===== config.mk =====
export PLATFORM = sky130hd
export DESIGN_NAME = ccr_reg
export DESIGN_NICKNAME = d
export VERILOG_FILES = /design/src/rtl/ccr_reg.sv
export SDC_FILE = /design/constraint.sdc
export NUM_CORES = 1
export LEC_CHECK = 0
export CORE_AREA = 4 4 41 43
export DETAILED_ROUTE_END_ITERATION = 12
export DIE_AREA = 0 0 45 47
export SLEW_MARGIN = 25
export SYNTH_ARGS = -nofsm -noshare
export SYNTH_HDL_FRONTEND = slang
export SYNTH_SLANG_ARGS = --single-unit

===== constraint.sdc =====
create_clock -name clk -period 0.8 [get_ports clk]
set_input_delay 0.2 -clock clk [delete_from_list [all_inputs] [get_ports clk]]
set_output_delay 0.2 -clock clk [all_outputs]
set_load 0.005 [all_outputs]

===== src/rtl/ccr_reg.sv =====
// ccr_reg: Z/N/C/V condition-code register with per-flag write enables, taken-jump clear and
// an optional LIFO shadow stack for interrupt save / RTI restore (built when CCR_SHADOW_EN is defined).
module ccr_reg #(
  parameter int SHADOW_DEPTH = 2
) (
  input  logic       clk,
  input  logic       rst,
  input  logic       z_en,
  input  logic       n_en,
  input  logic       c_en,
  input  logic       v_en,
  input  logic       alu_z,
  input  logic       alu_n,
  input  logic       alu_c,
  input  logic       alu_v,
  input  logic       stall,
  input  logic       jmp_taken,
  input  logic [1:0] jmp_cond,
  input  logic       int_save,
  input  logic       rti_restore,
  output logic [3:0] ccr,
  output logic [2:0] shadow_cnt,
  output logic       save_err,
  output logic       restore_err
);

  logic [3:0] en;
  logic [3:0] alu;
  logic [3:0] nxt;

  assign en  = {v_en, c_en, n_en, z_en};
  assign alu = {alu_v, alu_c, alu_n, alu_z};

  // ALU writes are applied after the jump clear so they win on the same flag.
  always_comb begin
    nxt = ccr;
    if (!stall) begin
      if (jmp_taken) nxt[jmp_cond] = 1'b0;
      for (int i = 0; i < 4; i++) begin
        if (en[i]) nxt[i] = alu[i];
      end
    end
  end

`ifdef CCR_SHADOW_EN
  localparam int         IW    = (SHADOW_DEPTH > 1) ? $clog2(SHADOW_DEPTH) : 1;
  localparam logic [2:0] DEPTH = 3'(SHADOW_DEPTH);

  logic [3:0]    shadow_mem [2**IW];
  logic          has_entry;
  logic          full;
  logic          push;
  logic [IW-1:0] top_idx;
  logic [IW-1:0] push_idx;

  assign has_entry = (shadow_cnt != 3'd0);
  assign full      = (shadow_cnt == DEPTH);
  assign push      = int_save && !rti_restore && !full;
  assign top_idx   = IW'(shadow_cnt - 3'd1);
  assign push_idx  = IW'(shadow_cnt);

  // Entries carry no reset: only slots below shadow_cnt are ever read.
  always_ff @(posedge clk) begin
    if (push) shadow_mem[push_idx] <= nxt;
  end

  always_ff @(posedge clk or posedge rst) begin
    if (rst) begin
      ccr         <= 4'b0000;
      shadow_cnt  <= 3'd0;
      save_err    <= 1'b0;
      restore_err <= 1'b0;
    end else begin
      save_err    <= int_save && (rti_restore || full);
      restore_err <= rti_restore && !has_entry;
      if (rti_restore) begin
        if (has_entry) begin
          ccr        <= shadow_mem[top_idx];
          shadow_cnt <= shadow_cnt - 3'd1;
        end
      end else begin
        ccr <= nxt;
        if (push) shadow_cnt <= shadow_cnt + 3'd1;
      end
    end
  end
`else
  logic unused_shadow;
  assign unused_shadow = ^{int_save, rti_restore};

  always_ff @(posedge clk or posedge rst) begin
    if (rst) ccr <= 4'b0000;
    else     ccr <= nxt;
  end

  assign shadow_cnt  = 3'd0;
  assign save_err    = 1'b0;
  assign restore_err = 1'b0;
`endif

endmodule


==> results.json <==
{
  "violations": "setup timing",
  "insertion_delay_ps": 230,
  "setup_viol": 5,
  "first_global_vias": 318,
  "worstSetupStartpoint": "ccr[3]",
  "r2r_slack_ps": -110,
  "avgRoutedWirePerCell_um": 10.3,
  "worstPathRequired_ps": 600,
  "hold_class": "in2async",
  "fmax_ghz": 1.08,
  "crit_path_end": "ccr[3]",
  "grt_first_pass_wirelength_um": 1200,
  "drc_errors": 0,
  "port_buffers": 17,
  "ys_types": 15,
  "leakagePower_nw": 0.278,
  "fin_ws_ps": -126,
  "gp_congestion": 0.640,
  "io_pins": 25,
  "max_stage_delay_ps": 370,
  "die_w_um": 45,
  "worstSetupPathType": "reg2out",
  "period_share": 1.16,
  "power_uw": 709,
  "dieArea_um2": 2120,
  "largest_reg_flops": 4,
  "final_cell_area_um2": 532,
  "first_pass_iters": 1,
  "path_delay_family": "flip-flops",
  "wirelength_um": 728,
  "reg2reg_from": "ccr[3]",
  "finalHoldViolations": 0,
  "reg2reg_to": "ccr[3]",
  "grt-ovfl-total": 0,
  "clockBufferDepth": 2,
  "cts_sinks": 4,
  "antenna_found_initial": 0,
  "vdd_drop_max_uv": 496,
  "clkTransAtPathRegs_ps": 40,
  "nNetsFinal": 74,
  "postLayoutCoreUtil": 0.409,
  "start_util": 0.241,
  "cp_data_arrival_time_ps": 730,
  "htreeDepth": 1,
  "synth_area_leader_cell": "dfrtp_1",
  "drv_slew": 0,
  "crit_buf_inv": 1,
  "reg2reg_depth": 3,
  "core_um2": 1300,
  "tns_ps": -593,
  "yosysWarnings": 0,
  "status": "complete, but fails checks",
  "ys_seq_area_frac": 0.319,
  "diodes": 0,
  "fin_skew_ps": 0,
  "cts_buffers": 3,
  "mappedNetlistArea_um2": 314,
  "post-synth-top-area-fraction": 0.319,
  "cts-root-buf": "clkbuf_4",
  "whs_ps": 158,
  "area_growth_pct": 69.3,
  "startpoint_type": "flip-flop",
  "drv_cap": 0,
  "rows": 13,
  "crit_chain": "buf_2",
  "cp_slowest_cell": "dfrtp_1",
  "worst_setup_path_end_kind": "output pin",
  "track_usage": 0.0809,
  "vias": 295,
  "fillers": 150,
  "crit_fanout": 2,
  "ant_nets": 0,
  "finalCriticalPeriod_ps": 926,
  "drive_gt1_frac": 0.375,
  "ys_top_cells_by_area": "dfrtp_1, buf_4, and4bb_1, o31ai_2, nand3b_1",
  "rsz0062_at_grt": "yes",
  "ys_seq_elements": 4,
  "power.density_nw_per_um2": 1330,
  "die_h_um": 47,
  "cts_tree": "yes",
  "cp.depth": 1,
  "syn_area_per_cell_um2": 10.1,
  "grt_max_degree": 9,
  "dpl_cell_area_um2": 499,
  "drt_iter0_markers": 0,
  "synthCells": 31,
  "vias_per_cell": 4.15
}
[worst min-delay path by stage]
stage / to / depth (start not counted) / slack (ps) / start
4_1_cts: ccr[1] / 2 / 160 / rst
5_1_grt: ccr[2] / 2 / 190 / rst
3_3_place_gp: ccr[1] / 2 / 410 / rst
3_5_place_dp: ccr[3] / 2 / 400 / rst
2_1_floorplan: ccr[0] / 1 / -30 / rst
6_report: ccr[2] / 2 / 160 / rst
[final cells by class]
| type | instances | area (µm²) | share of cell area |
|---|---|---|---|
| Multi-Input combinational cell | 21 | 173 | 0.325 |
| Timing Repair Buffer | 24 | 203 | 0.381 |
| Inverter | 4 | 15.0 | 0.0282 |
| Tap cell | 15 | 18.8 | 0.0353 |
| Sequential cell | 4 | 100 | 0.188 |
| Clock buffer | 3 | 22.5 | 0.0424 |
[power by group]
group	switching (mW)	internal, mW
Sequential	0.0116	0.229
Combinational	0.0785	0.145
Clock	0.0771	0.167
[worst register-to-register path, delay by kind of cell, from the launching register on]
family	cells	cell delay, ps
compound gates	1	190
buf+inv	2	240
flops	1	370
[per-layer routing]
layer	global-route usage	share of wire	vias to the layer above
met2	0.133	0.48	16
met3	0.0192	0.15	0
met1	0.0805	0.37	131
li1	-	-	148
met4	0.0877	0	0
met5	0	0	-
[stage by stage]
step           setup WS (ps)  instances
2_1_floorplan           21.5         35
3_3_place_gp            -506         65
3_5_place_dp            -534         65
4_1_cts                 -133         70
5_1_grt                 -161         71
6_report                -126         71
[placed cells by master, fill, tap and decap left out, types with 2 or more instances in the layout]
master	n
nand3b_1	3
inv_1	4
clkbuf_4	3
buf_2	4
clkdlybuf4s15_1	2
nor2b_2	3
dfrtp_1	4
dlymetal6s2s_1	2
conb_1	5
o31ai_2	2
dlygate4sd2_1	3
buf_4	6
clkdlybuf4s50_1	5
and4bb_1	2
[kinds of logic (layout without fill, tap and decap cells)]
| family | Yosys count | after routing | share of synthesized area |
|---|---|---|---|
| other cells | 1 | 5 | 0.0119 |
| simple gates | 12 | 12 | 0.335 |
| flops | 4 | 4 | 0.319 |
| compound gates | 4 | 4 | 0.131 |
| buf+inv | 10 | 31 | 0.203 |
[cells in the mapped netlist, drive strengths merged]
cell type,count
nand2b,1
nor2b,3
a31o,1
buf,6
nand3b,3
and3b,1
inv,4
dfrtp,4
and4bb,2
nand4b,1
nor4b,1
o31ai,3
conb,1
[repair_timing]
action                                  CTS  global route
buffers inserted                          3             1
gates cloned                              0             0
hold endpoints to repair                  0             0
hold buffers                              0             0
pin swaps                                 3             4
endpoints found under the setup margin    8             8
gates resized for setup                  23             9
(Power assumes the default switching activity.)
